File: src/rtl/clk_div_gen.sv
// Purpose  : programmable multi-channel clock divider with lock emulation,
//            glitch-free ratio updates on period boundaries and phase sync.
// Latency  : clk_o/stb_o are decoded from registered state; a ratio update
//            takes effect at the channel's next period wrap (or next sync).
// Backpressure: cfg_ready_o drops while the addressed channel already holds
//            an unapplied ratio; it rises again the cycle after that wrap.
//
// Ports:
//   sys_clk_i      single clock, all state changes on its rising edge
//   reset_async_i  asynchronous active-high reset
//   cfg_valid_i    divide-update request
//   cfg_ready_o    update can be accepted this cycle
//   cfg_ch_i       target channel (out-of-range ids are accepted and dropped)
//   cfg_div_i      new divide ratio (values below 2 are clamped to 2)
//   sync_i         restart every channel's period on the next edge
//   clk_o          divided clock per channel
//   stb_o          one-cycle end-of-period strobe per channel
//   ready_o        outputs valid (rises LOCK_CYCLES edges after reset release)
module clk_div_gen #(
  parameter  int NUM_CH      = 4,
  parameter  int DIV_W       = 8,
  parameter  int LOCK_CYCLES = 16,
  parameter  int DIV_RESET   = 2,
  localparam int CH_W        = (NUM_CH > 1) ? $clog2(NUM_CH) : 1
) (
  input  logic              sys_clk_i,
  input  logic              reset_async_i,
  input  logic              cfg_valid_i,
  output logic              cfg_ready_o,
  input  logic [CH_W-1:0]   cfg_ch_i,
  input  logic [DIV_W-1:0]  cfg_div_i,
  input  logic              sync_i,
  output logic [NUM_CH-1:0] clk_o,
  output logic [NUM_CH-1:0] stb_o,
  output logic              ready_o
);

  localparam int               LK_W      = $clog2(LOCK_CYCLES + 1);
  localparam logic [LK_W-1:0]  LOCK_LAST = LK_W'(LOCK_CYCLES - 1);
  localparam logic [LK_W-1:0]  LK_ONE    = LK_W'(1);
  localparam logic [DIV_W-1:0] DIV_RST   = DIV_W'(DIV_RESET);
  localparam logic [DIV_W-1:0] DIV_MIN   = DIV_W'(2);
  localparam logic [DIV_W-1:0] DIV_ONE   = DIV_W'(1);

  // ---------------------------------------------------------------------
  // Lock emulation: count edges after reset release, then latch ready.
  // ---------------------------------------------------------------------
  logic [LK_W-1:0] lock_cnt;
  logic            ready_q;

  always_ff @(posedge sys_clk_i or posedge reset_async_i) begin
    if (reset_async_i) begin
      lock_cnt <= '0;
      ready_q  <= 1'b0;
    end else if (!ready_q) begin
      lock_cnt <= lock_cnt + LK_ONE;
      // lock_cnt still holds the previous edge count here, so this edge is
      // the LOCK_CYCLES-th one.
      if (lock_cnt == LOCK_LAST) begin
        ready_q <= 1'b1;
      end
    end
  end

  assign ready_o = ready_q;

  // ---------------------------------------------------------------------
  // Config decode. A one-hot select avoids indexing past NUM_CH when the
  // channel id is out of range: such writes select nothing and are dropped.
  // ---------------------------------------------------------------------
  logic [NUM_CH-1:0] ch_sel;
  logic [NUM_CH-1:0] pf_vec;
  logic              pf_hit;
  logic              cfg_accept;
  logic [DIV_W-1:0]  div_clamped;

  always_comb begin
    ch_sel = '0;
    for (int i = 0; i < NUM_CH; i++) begin
      ch_sel[i] = (cfg_ch_i == CH_W'(i));
    end
  end

  assign pf_hit      = |(ch_sel & pf_vec);
  assign cfg_ready_o = ready_q & ~pf_hit;
  assign cfg_accept  = cfg_valid_i & cfg_ready_o;
  assign div_clamped = (cfg_div_i < DIV_MIN) ? DIV_MIN : cfg_div_i;

  // ---------------------------------------------------------------------
  // Per-channel divider: effective ratio, phase counter, pending ratio.
  // ---------------------------------------------------------------------
  for (genvar g = 0; g < NUM_CH; g++) begin : g_ch
    logic [DIV_W-1:0] d_r;
    logic [DIV_W-1:0] cnt_r;
    logic [DIV_W-1:0] p_r;
    logic             pf_r;
    logic             wrap;

    assign wrap = (cnt_r == (d_r - DIV_ONE));

    always_ff @(posedge sys_clk_i or posedge reset_async_i) begin
      if (reset_async_i) begin
        d_r   <= DIV_RST;
        cnt_r <= '0;
        p_r   <= DIV_RST;
        pf_r  <= 1'b0;
      end else if (ready_q) begin
        // Sync and wrap both start a fresh period; a ratio that was already
        // pending is applied here so the change lands on a period boundary.
        if (sync_i || wrap) begin
          cnt_r <= '0;
          if (pf_r) begin
            d_r  <= p_r;
            pf_r <= 1'b0;
          end
        end else begin
          cnt_r <= cnt_r + DIV_ONE;
        end
        // Acceptance requires pf_r==0, so this never collides with the apply
        // above; a write landing on a wrap/sync edge waits for the next wrap.
        if (cfg_accept && ch_sel[g]) begin
          p_r  <= div_clamped;
          pf_r <= 1'b1;
        end
      end
    end

    assign pf_vec[g] = pf_r;
    assign clk_o[g]  = ready_q & (cnt_r < (d_r >> 1));
    assign stb_o[g]  = ready_q & wrap;
  end

endmodule

File: config.mk
export PLATFORM = sky130hd
export DESIGN_NAME = clk_div_gen
export DESIGN_NICKNAME = d
export VERILOG_FILES = /design/src/rtl/clk_div_gen.sv
export SDC_FILE = /design/constraint.sdc
export NUM_CORES = 1
export LEC_CHECK = 0
export ABC_AREA = 1
export BUFFER_PORTS_ARGS = -buffer_cell sky130_fd_sc_hd__buf_4
export CAP_MARGIN = 20
export CORE_UTILIZATION = 51
export CTS_CLUSTER_DIAMETER = 150
export DETAILED_ROUTE_END_ITERATION = 8
export PLACE_DENSITY = 0.75
export RECOVER_POWER = 25
export SLEW_MARGIN = 20
export SYNTH_ARGS = -nofsm -noshare
export SYNTH_HDL_FRONTEND = slang
export SYNTH_SLANG_ARGS = --single-unit
File: constraint.sdc
create_clock -name sys_clk_i -period 10.4 [get_ports sys_clk_i]
set_input_delay 2.08 -clock sys_clk_i [delete_from_list [all_inputs] [get_ports sys_clk_i]]
set_output_delay 2.08 -clock sys_clk_i [all_outputs]
set_load 0.02 [all_outputs]
* Word-level counts from Yosys, hierarchy flattened
Index checks and enable logic that the tools add are counted.
** Storage, ports and cells
- Logic and storage cells :: 93
- Input bits :: 14
- Register bits :: 106
- Output and inout bits :: 10
- Latch bits :: 0
- ROM bits :: 0
- RAM bits :: 0
- Memories kept :: 0
** Operators by class
- Muxes and demuxes :: 15
- Shift operators :: 0
- Magnitude comparators :: 5
- $add $sub $neg :: 9
- Bitwise operators :: 12
- Eq/ne operators :: 8
- Divide/modulo/power cells :: 0
- Reductions and logical operators :: 26
- $mul :: 0
** Operators by type and width (count)
- 8-bit two-way mux :: 5
- 8-bit by 1-bit adder with 8-bit output, second input constant :: 4
- 8-bit == test :: 4
- 8-bit by 7-bit < comparator with 1-bit output :: 4
- 8-bit by 1-bit subtractor with 8-bit output, second input constant :: 4
- 2-bit AND reduction :: 8
- 3-bit AND reduction :: 4
- 1-bit AND :: 10
- 1-bit two-way mux :: 10
- 8-bit by 2-bit < comparator with 1-bit output, second input constant :: 1
- 2-bit nonzero test :: 4
- 5-bit by 1-bit adder with 5-bit output, second input constant :: 1
- 5-bit by 4-bit == test with 1-bit output, second input constant :: 1
- 4-bit AND :: 1
- 2-bit == test, second input constant :: 2
- 1-bit logical AND :: 4
- 1-bit logical OR :: 4
- 4-bit OR reduction :: 1
- 2-bit by 1-bit == test with 1-bit output, second input constant :: 1
- 2-bit zero test :: 1
- 1-bit NOT :: 1

* Depth between registers and ports, before layout
Gate-level depths: netlist of the first run.
- Depth after elaboration :: 9
- Mapped depth :: 14
- Gate-level depth less buffers :: 14

* Worst setup path before layout of the first run
No wires, ideal clock.
- Kind :: input to output
- From :: in cfg_ch_i[0]
- To :: out cfg_ready_o
- Stages :: 5
- Path buffers :: 0
- Slack :: 5.701 ns
- Arrival :: 2.619 ns
- Path through :: nand2_1 inv_1 nand2_1 nand4_1 nor2_1
** Between the ends
- Cells in the longest elaborated chain, start to end :: 5
** Ends and longest elaborated chain
- from (decl) :: line 30 : input logic [CH_W-1:0] cfg_ch_i,
- 2-bit by 1-bit == test with 1-bit output (tied with other cells) :: line 80 : ch_sel[i] = (cfg_ch_i == CH_W'(i));
- 4-bit AND (*) :: line 84 : assign pf_hit = |(ch_sel & pf_vec);
- 4-bit OR reduction (*) :: line 84
- 1-bit NOT (*) :: line 85 : assign cfg_ready_o = ready_q & ~pf_hit;
- 1-bit AND (*) :: line 85
- to (decl) :: line 29 : output logic cfg_ready_o,
Mark *: on every way between the ends. The rest lies on a longest branch, timed or not.

* Final worst setup path of the first run
- From :: reg ready_q (netlist: ready_o)
- To :: out ready_o
** RTL lines
- from (decl) :: line 49 : logic ready_q;
- from (signal assigned) :: line 54 : ready_q <= 1'b0;
- from (signal assigned) :: line 60 : ready_q <= 1'b1;
- to (decl) :: line 35 : output logic ready_o
No word-level cell between the ends.

==> impl_metrics.sql, run 1 <==
INSERT INTO impl_metrics (metric_group, metric, value, unit) VALUES
('drt', 'route.final.wire_length', '13.1', 'mm'),
('synthesis', 'netlist_area_before_placement', '6330', 'sq um'),
('power', 'p_leak', '3.69', 'nW'),
('floorplan', 'total_die_area', '12900', 'sq um'),
('clock_network', 'cts_post_setup_buffers_inserted', '0', ''),
('run_status', 'violations', 'max-capacitance violations, max-slew violations', ''),
('grt', 'first_global_vias', '4894', ''),
('finish', 'most-common-layout-cells', '277 x sky130_fd_sc_hd__nand2_1, 97 x sky130_fd_sc_hd__dfrtp_1, 83 x sky130_fd_sc_hd__inv_1', ''),
('floorplan', 'die_h', '113', 'um'),
('grt', 'overflow', '0', ''),
('synthesis', 'ys_ff_latch', '106', ''),
('drt', 'via_count', '5148', ''),
('grt', 'grt_max_degree', '76', ''),
('placement', 'io_buffers', '23', ''),
('critical_path', 'critPathRequiredTime', '8320', 'ps'),
('placement', 'post-place-cells', '1002', ''),
('floorplan', 'design.core.area', '12100', 'sq um'),
('hold_path', 'holdCritPathClass', 'reg2reg', ''),
('run', 'maxCapViolCount', '1', ''),
('drt', 'detail_route.first_pass.iterations', '4', ''),
('finish', 'antenna-diode-count', '0', ''),
('synthesis', 'syn_nets', '875', ''),
('sta', 'final_critical_path_setup_slack', '5460', 'ps'),
('sta', 'tightest_slew', '2520', 'ps'),
('sta', 'post-route-period-util', '47.5', '%'),
('floorplan', 'initial_core_util', '52.5', '%'),
('power', 'power_density', '208', 'nW/um^2'),
('clock_network', 'post_cts_resize_count', '0', ''),
('placement', 'dp.final_hpwl', '9.17', 'mm'),
('clock_network', 'cts_made_buffers', '9', ''),
('floorplan', 'placement_rows', '40', ''),
('critical_path', 'worst_setup_path_end_kind', 'primary output', ''),
('placement', 'worst_slack_at_placement', '5530', 'ps'),
('clock_network', 'ctsHtreeMaxLevel', '3', ''),
('drt', 'drtIter0Drc', '331', ''),
('synthesis', 'synthesized_area_divided_by_synthesized_cell_count', '7.66', 'sq um'),
('grt', 'track_usage', '22.8', '%'),
('power', 'worst_ir_drop_vdd', '141', 'uV'),
('critical_path', 'crit_type', 'reg2out', ''),
('run_status', 'result_of_the_run', 'finished, violations left', ''),
('finish', 'drive_above_1_share', '9.06', '%'),
('critical_path', 'worst_setup_path_startpoint', 'ready_o', ''),
('sta', 'slew_violations', '55', ''),
('critical_path', 'rrSetupSlack', '6910', 'ps'),
('clock_network', 'cts_buffer_depth', '2', ''),
('drt', 'post_drt_via_cell_ratio', '5.06', ''),
('sta', 'hold_ws', '475', 'ps'),
('synthesis', 'synth.distinct_cells', '35', ''),
('synthesis', 'synth_top_family_by_area', 'simple AND/OR/NAND/NOR gates', ''),
('synthesis', 'synth.area.mux_share', '0', '%'),
('synthesis', 'netlist.top_cell.by_area', 'sky130_fd_sc_hd__dfrtp_1', ''),
('clock_network', 'hold_buffers', '0', ''),
('power', 'power_frac_seq', '39.8', '%'),
('clock_network', 'clock_insertion_delay_worst_skew', '350', 'ps'),
('synthesis', 'yosys_most_used_dff', 'sky130_fd_sc_hd__dfrtp_1', ''),
('finish', 'finish.net_count', '893', ''),
('sta', 'grt_setup_unrepaired', 'false', ''),
('placement', 'routabilityCongestion', '0.871', ''),
('sta', 'setup_tns', '0', 'ps'),
('power', 'switching_share', '36.3', '%'),
('grt', 'grt_antenna_before_repair', '0', ''),
('synthesis', 'yosys_warnings', '0', ''),
('finish', 'fillers', '1162', ''),
('drt', 'antenna_violating_nets_post_route', '0', ''),
('power', 'netSwitchingPower', '526', 'uW'),
('critical_path', 'critical_path.reg2reg.startpoint', 'ready_o', ''),
('synthesis', 'synth_top_area_share', '38.7', '%'),
('clock_network', 'cts_num_sinks', '106', ''),
('critical_path', 'worstPathMaxFanout', '54', ''),
('clock_network', 'cts-root-buf', 'sky130_fd_sc_hd__clkbuf_16', ''),
('sta', 'final_period_minus_worst_setup_slack', '4940', 'ps');
flip-flops by register name, summed over array words and instances (netlist names):
register / count
g_ch.cnt_r: 32
g_ch.d_r: 32
g_ch.p_r: 32
g_ch.pf_r: 4
lock_cnt: 5
ready_o: 1
Yosys cell counts, types with 8 or more instances:
| master | instances |
|---|---|
| sky130_fd_sc_hd__nor2_1 | 60 |
| sky130_fd_sc_hd__nand3_1 | 70 |
| sky130_fd_sc_hd__inv_1 | 84 |
| sky130_fd_sc_hd__xor2_1 | 31 |
| sky130_fd_sc_hd__dfstp_2 | 8 |
| sky130_fd_sc_hd__nand2_1 | 276 |
| sky130_fd_sc_hd__ha_1 | 34 |
| sky130_fd_sc_hd__nand4_1 | 10 |
| sky130_fd_sc_hd__dfrtp_1 | 98 |
| sky130_fd_sc_hd__o21ai_0 | 32 |
| sky130_fd_sc_hd__a21oi_1 | 32 |
| sky130_fd_sc_hd__xnor2_1 | 15 |
final cells by class:
cell class | instances | area (sq um) | area share (%)
flip-flops and latches | 106 | 2660 | 38.3
well taps | 168 | 210 | 3.02
multi-input cells | 611 | 3200 | 46.0
repair buffers | 25 | 184 | 2.65
inverters | 92 | 347 | 4.99
clock inverters | 7 | 124 | 1.78
clock buffers | 9 | 225 | 3.24
metal layers:
layer | global-route usage [%] | vias up | part of all wire (%) | wire length [um]
met2 | 34.6 | 81 | 44 | 5800
met3 | 4.78 | 7 | 5.5 | 721
li1 | - | 2669 | - | -
met4 | 4.47 | 0 | 0.66 | 86
met5 | 0 | - | 0 | 0
met1 | 34.0 | 2391 | 49 | 6470
critical path, cell delays in order (launching register included):
cell                       delay [ps]
sky130_fd_sc_hd__dfrtp_2          350
sky130_fd_sc_hd__clkbuf_1        1770
sky130_fd_sc_hd__buf_4            380
cells by family (layout without fill, tap and decap cells):
| group | after synthesis | count (layout) |
|---|---|---|
| fa+ha+maj | 34 | 34 |
| xor+xnor | 46 | 46 |
| buf+inv | 110 | 133 |
| simple gates | 441 | 441 |
| flops | 106 | 106 |
| compound gates | 90 | 90 |
power groups by stage:
stage	Clock, mW	Combinational (mW)	Sequential [mW]
final	0.396	0.476	0.576
after global routing	0.421	0.559	0.588
after CTS	0.403	0.479	0.575
after detailed placement	0	0.474	0.582
after global placement	0	0.464	0.579
after floorplan	0	0.391	0.556
how the worst min path moves through the flow:
stage | start | to | slack, ps | depth (start not counted)
6_report | g_ch[1].p_r[1] | g_ch[1].p_r[1] | 470 | 2
5_1_grt | g_ch[0].p_r[1] | g_ch[0].p_r[1] | 490 | 2
4_1_cts | g_ch[3].p_r[1] | g_ch[3].p_r[1] | 480 | 2
3_5_place_dp | g_ch[1].p_r[1] | g_ch[1].p_r[1] | 470 | 2
3_3_place_gp | g_ch[3].p_r[1] | g_ch[3].p_r[1] | 460 | 2
2_1_floorplan | g_ch[3].p_r[0] | g_ch[3].p_r[0] | 440 | 2
through the flow:
stage	instance area (sq um)	power (mW)
2_1_floorplan	6330	0.947
3_3_place_gp	6620	1.04
3_5_place_dp	6620	1.06
4_1_cts	6960	1.46
5_1_grt	6950	1.57
6_report	6950	1.45
No activity file was read; power rests on OpenSTA's default activity.
==> run 2: changes to the inputs <==
Settings changed: PLACE_DENSITY 0.75 to 0.77.
Clock period 10.4 ns to 4.4 ns, I/O delays scaled along.
==> run 2 against run 1 <==
Global-route usage fell by 0.21 points; clock power rose by 110%; clock-buffer cell count rose by 1; largest power group unchanged; the flow now finishes without violations; sequential power rose by 140%; critical path depth rose by 10; non-clock buffer count did not move; sequential cell count did not move.
==> impl_metrics.sql, run 2 (same netlist as run 1, synthesis figures left out) <==
INSERT INTO impl_metrics (metric_group, metric, value, unit) VALUES
('drt', 'drtIter0Drc', '337', ''),
('drt', 'post_drt_via_cell_ratio', '5.07', ''),
('drt', 'detail_route.first_pass.iterations', '4', ''),
('finish', 'fillers', '1120', ''),
('clock_network', 'worst_setup_hold_path_clk_slew', '70', 'ps'),
('clock_network', 'tritoncts', 'built', ''),
('critical_path', 'worst_setup_path_end_kind', 'primary output', ''),
('placement', 'io_buffers', '23', ''),
('critical_path', 'worstPathMaxFanout', '4', ''),
('grt', 'track_usage', '22.6', '%'),
('grt', 'grt_antenna_before_repair', '0', ''),
('clock_network', 'cts_num_sinks', '106', ''),
('sta', 'grt_setup_unrepaired', 'false', ''),
('critical_path', 'startpoint_type', 'flop', ''),
('critical_path', 'critPathArrivalTime', '2130', 'ps'),
('power', 'p_leak', '3.67', 'nW'),
('finish', 'drive_above_1_share', '9.07', '%'),
('floorplan', 'design.core.area', '12100', 'sq um'),
('clock_network', 'cts-root-buf', 'sky130_fd_sc_hd__clkbuf_16', ''),
('floorplan', 'top_level_ports', '24', ''),
('critical_path', 'critical_path.reg2reg.startpoint', 'ready_o', ''),
('floorplan', 'total_die_area', '12900', 'sq um'),
('clock_network', 'ctsHtreeMaxLevel', '3', ''),
('finish', 'reg.largest.list', 'g_ch.cnt_r x32, g_ch.d_r x32, g_ch.p_r x32', ''),
('power', 'power_density', '478', 'nW/um^2'),
('drt', 'detail_route.wl_per_cell', '12.8', 'um'),
('finish', 'most-common-layout-cells', '276 x sky130_fd_sc_hd__nand2_1, 97 x sky130_fd_sc_hd__dfrtp_1, 83 x sky130_fd_sc_hd__inv_1', ''),
('sta', 'final_critical_path_setup_slack', '1390', 'ps'),
('clock_network', 'post_cts_resize_count', '0', ''),
('critical_path', 'critPathRequiredTime', '3520', 'ps'),
('clock_network', 'cts_made_buffers', '9', ''),
('grt', 'grt_pass1_wl', '23.1', 'mm'),
('finish', 'commonest_non_fill_non_tap_cell_in_the_layout', 'sky130_fd_sc_hd__nand2_1', ''),
('sta', 'final-hold-violation-count', '0', ''),
('floorplan', 'initial_core_util', '52.5', '%'),
('clock_network', 'cts_post_setup_buffers_inserted', '0', ''),
('clock_network', 'hold_buffers', '0', ''),
('drt', 'via_count', '5155', ''),
('sta', 'slew_headroom', '35.7', '%'),
('critical_path', 'critical_path.reg2reg.endpoint', 'g_ch[0].p_r[0]', ''),
('sta', 'fmax', '0.333', 'GHz'),
('finish', 'finish.net_count', '893', ''),
('finish', 'antenna-diode-count', '0', ''),
('power', 'worst_ir_drop_vdd', '301', 'uV'),
('run', 'maxCapViolCount', '0', ''),
('grt', 'first_global_vias', '4864', ''),
('critical_path', 'crit_end', 'stb_o[1]', ''),
('sta', 'tightest_slew', '964', 'ps'),
('drt', 'antenna_violating_nets_post_route', '0', ''),
('sta', 'setup_tns', '0', 'ps'),
('placement', 'routabilityCongestion', '0.852', ''),
('floorplan', 'die_w', '113', 'um'),
('hold_path', 'holdCritPathClass', 'reg2reg', ''),
('hold_path', 'timing.hold.worst_path_depth', '2', ''),
('grt', 'grt_max_degree', '80', ''),
('floorplan', 'placement_rows', '40', ''),
('critical_path', 'worst_setup_path_startpoint', 'g_ch[1].d_r[1]', ''),
('grt', 'overflow', '0', ''),
('sta', 'post-route-period-util', '68.3', '%'),
('critical_path', 'crit_type', 'reg2out', ''),
('clock_network', 'cts_buffer_depth', '2', ''),
('floorplan', 'die_h', '113', 'um'),
('drt', 'route.final.wire_length', '13.0', 'mm'),
('drt', 'drcViolationCount', '0', ''),
('sta', 'final_period_minus_worst_setup_slack', '3010', 'ps'),
('finish', 'area_overhead_vs_synth', '9.17', '%'),
('clock_network', 'clock_insertion_delay_worst_skew', '360', 'ps'),
('critical_path', 'rrSetupSlack', '2200', 'ps'),
('placement', 'dp.final_hpwl', '8.96', 'mm'),
('run_status', 'result_of_the_run', 'finished, final reports clean', ''),
('sta', 'number_of_endpoints_failing_setup_at_the_final_stage', '0', ''),
('placement', 'worst_slack_at_placement', '1810', 'ps'),
('critical_path', 'worst-r2r-cell-count', '8', ''),
('sta', 'final.setup_skew', '8.88', 'ps'),
('sta', 'slew_violations', '0', '');
[run 2: changes by cell type in the layout (fill, tap and decap cells not counted), sizes merged]
cell	delta
bufinv	-2
buf	+2
clkbuf	-1
inv	+1
clkinv	-1
[run 2: worst min-delay path by stage]
stage | endpoint | startpoint | slack [ps]
final | g_ch[2].p_r[1] | g_ch[2].p_r[1] | 480
after detailed placement | g_ch[0].p_r[1] | g_ch[0].p_r[1] | 460
after CTS | g_ch[2].p_r[1] | g_ch[2].p_r[1] | 480
after floorplan | g_ch[3].p_r[0] | g_ch[3].p_r[0] | 440
after global placement | g_ch[3].p_r[1] | g_ch[3].p_r[1] | 460
after global routing | g_ch[2].d_r[1] | g_ch[2].d_r[1] | 500
[run 2: power by group]
group | internal [mW] | total (mW) | switching [mW]
logic | 0.453 | 1.13 | 0.674
registers | 1.16 | 1.36 | 0.196
clock network | 0.458 | 0.819 | 0.360
[run 2: stage by stage]
stage / cells / cell area (sq um) / hold WS [ps] / total power, mW / utilization, %
floorplan: 827 / 6330 / 443 / 2.24 / -
global placement: 1002 / 6620 / 459 / 2.46 / 54.8
detailed placement: 1002 / 6620 / 464 / 2.49 / 54.8
CTS: 1017 / 6920 / 476 / 3.33 / 57.3
global route: 1017 / 6910 / 500 / 3.59 / 57.3
finish: 1017 / 6910 / 475 / 3.30 / 57.3
[run 2: worst max-delay path, stage by stage, from the launching register on]
cell,delay (ps)
sky130_fd_sc_hd__dfstp_2,560
sky130_fd_sc_hd__inv_1,40
sky130_fd_sc_hd__ha_1,290
sky130_fd_sc_hd__nand2_1,60
sky130_fd_sc_hd__inv_1,40
sky130_fd_sc_hd__nor2_1,80
sky130_fd_sc_hd__nand2_1,50
sky130_fd_sc_hd__nor2_1,110
sky130_fd_sc_hd__nand3_1,70
sky130_fd_sc_hd__nor2_1,100
sky130_fd_sc_hd__nand2_1,110
sky130_fd_sc_hd__nor2_1,100
sky130_fd_sc_hd__buf_4,160
[run 2: layer usage]
metal / track usage, % / up-vias / share of wire, %
met3: 5.10 / 13 / 3.6
met4: 5.35 / 0 / 1.1
li1: - / 2665 / -
met2: 35.9 / 73 / 45
met1: 31.6 / 2404 / 51
met5: 0 / - / 0
[run 2: final cells by class]
| cell class | count | area (sq um) | area share [%] |
|---|---|---|---|
| clock buffers | 10 | 239 | 3.46 |
| multi-input cells | 611 | 3210 | 46.4 |
| repair buffers | 25 | 184 | 2.66 |
| clock inverters | 5 | 62.6 | 0.905 |
| well taps | 168 | 210 | 3.04 |
| inverters | 92 | 348 | 5.03 |
| flip-flops and latches | 106 | 2660 | 38.5 |
==> run 3: changes to the inputs <==
Settings changed: ABC_AREA 1 to 0, PLACE_DENSITY 0.77 to 0.75.
Clock period 4.4 ns to 2.8 ns, I/O delays scaled along.
==> run 3 against run 2 <==
The run now ends with max-capacitance violations, max-slew violations, negative setup slack left; sequential share of layout area is 2.5 points lower; sequential power is 74% higher; synthesized cell count is 26% lower; core utilization is 4.7 points higher; sequential cell count stayed put; clock skew hardly changed; combinational power grew to 2.7 times the previous value; worst setup slack worse by 1500 ps; register-to-register slack worse by 2200 ps; largest cell class unchanged; largest power group is now combinational cells.
==> impl_metrics.sql, run 3 <==
INSERT INTO impl_metrics (metric_group, metric, value, unit) VALUES
('synthesis', 'synth.distinct_cells', '66', ''),
('synthesis', 'netlist.top_cell.by_area', 'sky130_fd_sc_hd__dfrtp_1', ''),
('power', 'power_density', '889', 'nW/um^2'),
('critical_path', 'crit_type', 'reg2out', ''),
('sta', 'fmax', '0.348', 'GHz'),
('drt', 'via_count', '5009', ''),
('placement', 'io_buffers', '23', ''),
('critical_path', 'worstPathMaxFanout', '2', ''),
('power', 'worst_ir_drop_vdd', '511', 'uV'),
('drt', 'post_drt_via_cell_ratio', '6.10', ''),
('floorplan', 'die_h', '113', 'um'),
('synthesis', 'yosys_most_used_dff', 'sky130_fd_sc_hd__dfrtp_1', ''),
('synthesis', 'yosys_warnings', '0', ''),
('grt', 'overflow', '0', ''),
('clock_network', 'hold_buffers', '0', ''),
('grt', 'first_global_vias', '5034', ''),
('run_status', 'result_of_the_run', 'finished, violations left', ''),
('synthesis', 'syn_nets', '660', ''),
('synthesis', 'seq_area_frac_synth', '42.7', '%'),
('floorplan', 'top_level_ports', '24', ''),
('critical_path', 'critPathRequiredTime', '2240', 'ps'),
('finish', 'drive_above_1_share', '29.7', '%'),
('sta', 'slew_headroom', '-1.69', '%'),
('finish', 'antenna-diode-count', '0', ''),
('critical_path', 'timing.critical_path.cells', 'or4_4 -> or3_4 -> a211oi_4 -> a21oi_2 -> nor3_4 -> buf_6', ''),
('finish', 'multiInputGateArea', '3560', 'sq um'),
('finish', 'area_overhead_vs_synth', '19.1', '%'),
('grt', 'grt_antenna_before_repair', '0', ''),
('sta', 'grt_setup_unrepaired', 'true', ''),
('floorplan', 'design.core.area', '12000', 'sq um'),
('synthesis', 'synth_edf_count', '0', ''),
('clock_network', 'cts_num_sinks', '106', ''),
('floorplan', 'initial_core_util', '52.1', '%'),
('critical_path', 'worst-path-buf-inv', '1', ''),
('synthesis', 'synthesized_area_divided_by_synthesized_cell_count', '10.2', 'sq um'),
('sta', 'tightest_slew', '1520', 'ps'),
('clock_network', 'cts-root-buf', 'sky130_fd_sc_hd__clkbuf_16', ''),
('finish', 'reg.largest.list', 'g_ch.cnt_r x32, g_ch.d_r x32, g_ch.p_r x32', ''),
('placement', 'placed_area', '6690', 'sq um'),
('critical_path', 'critPathArrivalTime', '2310', 'ps'),
('critical_path', 'cp_top_family', 'simple AND/OR/NAND/NOR gates', ''),
('critical_path', 'critPathSlowestCell', 'sky130_fd_sc_hd__or4_4', ''),
('drt', 'detail_route.wl_per_cell', '18.3', 'um'),
('synthesis', 'postSynthCellCount', '612', ''),
('sta', 'post-route-period-util', '103', '%'),
('floorplan', 'die_w', '113', 'um'),
('finish', 'finalInstanceArea', '7420', 'sq um'),
('grt', 'track_usage', '24.5', '%'),
('sta', 'final-hold-violation-count', '0', ''),
('drt', 'antenna_violating_nets_post_route', '0', ''),
('clock_network', 'tritoncts', 'built', ''),
('sta', 'number_of_endpoints_failing_setup_at_the_final_stage', '4', ''),
('run', 'maxCapViolCount', '1', ''),
('synthesis', 'yosys.cell_count.top_type', 'sky130_fd_sc_hd__dfrtp_1', ''),
('critical_path', 'startpoint_type', 'flop', ''),
('clock_network', 'cts_made_buffers', '9', ''),
('clock_network', 'ctsHtreeMaxLevel', '3', ''),
('clock_network', 'clock_insertion_delay_worst_skew', '350', 'ps'),
('sta', 'final_critical_path_setup_slack', '-74.4', 'ps'),
('synthesis', 'ys_ff_latch', '106', ''),
('drt', 'route.final.wire_length', '15.0', 'mm'),
('synthesis', 'netlist_area_before_placement', '6230', 'sq um'),
('sta', 'slew_violations', '36', ''),
('finish', 'most-common-layout-cells', '92 x sky130_fd_sc_hd__dfrtp_1, 56 x sky130_fd_sc_hd__buf_4, 49 x sky130_fd_sc_hd__mux2_2', ''),
('placement', 'routabilityCongestion', '0.891', ''),
('finish', 'commonest_non_fill_non_tap_cell_in_the_layout', 'sky130_fd_sc_hd__dfrtp_1', ''),
('finish', 'fillers', '956', ''),
('critical_path', 'worst_setup_path_end_kind', 'primary output', ''),
('sta', 'final_period_minus_worst_setup_slack', '2870', 'ps'),
('critical_path', 'critical_path.max_stage_delay', '540', 'ps'),
('synthesis', 'netlist_top_cells_area', 'sky130_fd_sc_hd__dfrtp_1 39%, sky130_fd_sc_hd__mux2_2 9.4%, sky130_fd_sc_hd__ha_1 6.8%', ''),
('floorplan', 'total_die_area', '12700', 'sq um'),
('floorplan', 'placement_rows', '40', ''),
('run_status', 'violations', 'max-capacitance violations, max-slew violations, negative setup slack', ''),
('synthesis', 'synthArstFlopShare', '100', '%'),
('grt', 'grt_max_degree', '54', ''),
('finish', 'register_area', '2670', 'sq um'),
('grt', 'grt_pass1_wl', '24.4', 'mm'),
('drt', 'drcViolationCount', '0', ''),
('hold_path', 'holdCritPathClass', 'in2reg', ''),
('sta', 'hold_ws', '461', 'ps'),
('clock_network', 'cts_buffer_depth', '2', ''),
('placement', 'dp.final_hpwl', '9.99', 'mm'),
('synthesis', 'synth_top_area_share', '39.3', '%'),
('drt', 'detail_route.first_pass.iterations', '4', ''),
('synthesis', 'synth_common_cells', '98 x sky130_fd_sc_hd__dfrtp_1, 52 x sky130_fd_sc_hd__mux2_2, 49 x sky130_fd_sc_hd__nand2_1', ''),
('finish', 'finish.net_count', '717', ''),
('clock_network', 'worst_setup_hold_path_clk_slew', '80', 'ps'),
('drt', 'drtIter0Drc', '290', ''),
('sta', 'final.setup_skew', '8.85', 'ps'),
('power', 'p_leak', '3.38', 'nW');
[run 3: worst min-delay path, stage by stage]
cell                      delay [ps]
sky130_fd_sc_hd__buf_4           120
sky130_fd_sc_hd__nand2_1          60
sky130_fd_sc_hd__nand2_1          50
[run 3: cell families (layout without fill, tap and decap cells)]
family | after synthesis | after routing | synth area share (%)
simple gates | 172 | 172 | 14.2
compound gates | 127 | 127 | 14.9
flops | 106 | 106 | 42.7
buf+inv | 67 | 129 | 4.04
mux | 57 | 57 | 10.4
xor+xnor | 49 | 49 | 6.89
fa+ha+maj | 34 | 34 | 6.83
[run 3: cell type report]
type	count	share of cell area (%)
clock inverters	6	0.826
clock buffers	10	3.09
repair buffers	68	7.37
well taps	147	2.48
flip-flops and latches	106	36.0
inverters	45	2.33
multi-input cells	439	47.9
[run 3: power breakdown]
part | switching (mW) | internal, mW | leakage, nW | total [mW]
Sequential | 0.442 | 1.92 | 1.33 | 2.36
Clock | 0.614 | 0.626 | 0.138 | 1.24
Combinational | 1.46 | 1.53 | 1.91 | 3.00
Total | 2.52 | 4.08 | 3.38 | 6.60
[run 3: final timing paths]
kind	startpoint	to	slack [ps]	depth (start not counted)
min in group asynchronous	reset_async_i	g_ch[1].p_r[7]	560	2
setup reg to reg	g_ch[2].d_r[1]	g_ch[2].d_r[3]	0	12
hold reg to reg	lock_cnt[3]	lock_cnt[3]	480	1
max in group asynchronous	reset_async_i	g_ch[0].cnt_r[1]	410	3
hold / removal	cfg_div_i[2]	g_ch[3].p_r[2]	460	3
setup / recovery	g_ch[3].d_r[2]	stb_o[3]	-70	6
[run 3: stage by stage]
step	total power [mW]	utilization [%]	cells	setup TNS, ps	setup slack [ps]
after floorplan	3.99	-	612	0	40.6
after global placement	4.52	55.9	781	0	128
after detailed placement	4.66	55.9	781	0	61.8
after CTS	6.23	60.1	807	-92.2	-63.8
after global routing	7.00	62.0	821	-1240	-148
final	6.60	62.0	821	-91.0	-74.4
[run 3: timing repair]
| item | in CTS | in global routing |
|---|---|---|
| endpoints found under the setup margin | 7 | 16 |
| resized for setup | 31 | 30 |
| setup buffers | 10 | 14 |
| pin swaps | 10 | 22 |
[run 3: routing by layer]
layer / up-vias / routed length (um) / GRT usage (%)
li1: 2323 / - / -
met1: 2516 / 6560 / 31.3
met2: 139 / 7470 / 40.7
met3: 31 / 688 / 5.13
met4: 0 / 313 / 9.60
met5: - / 0 / 0
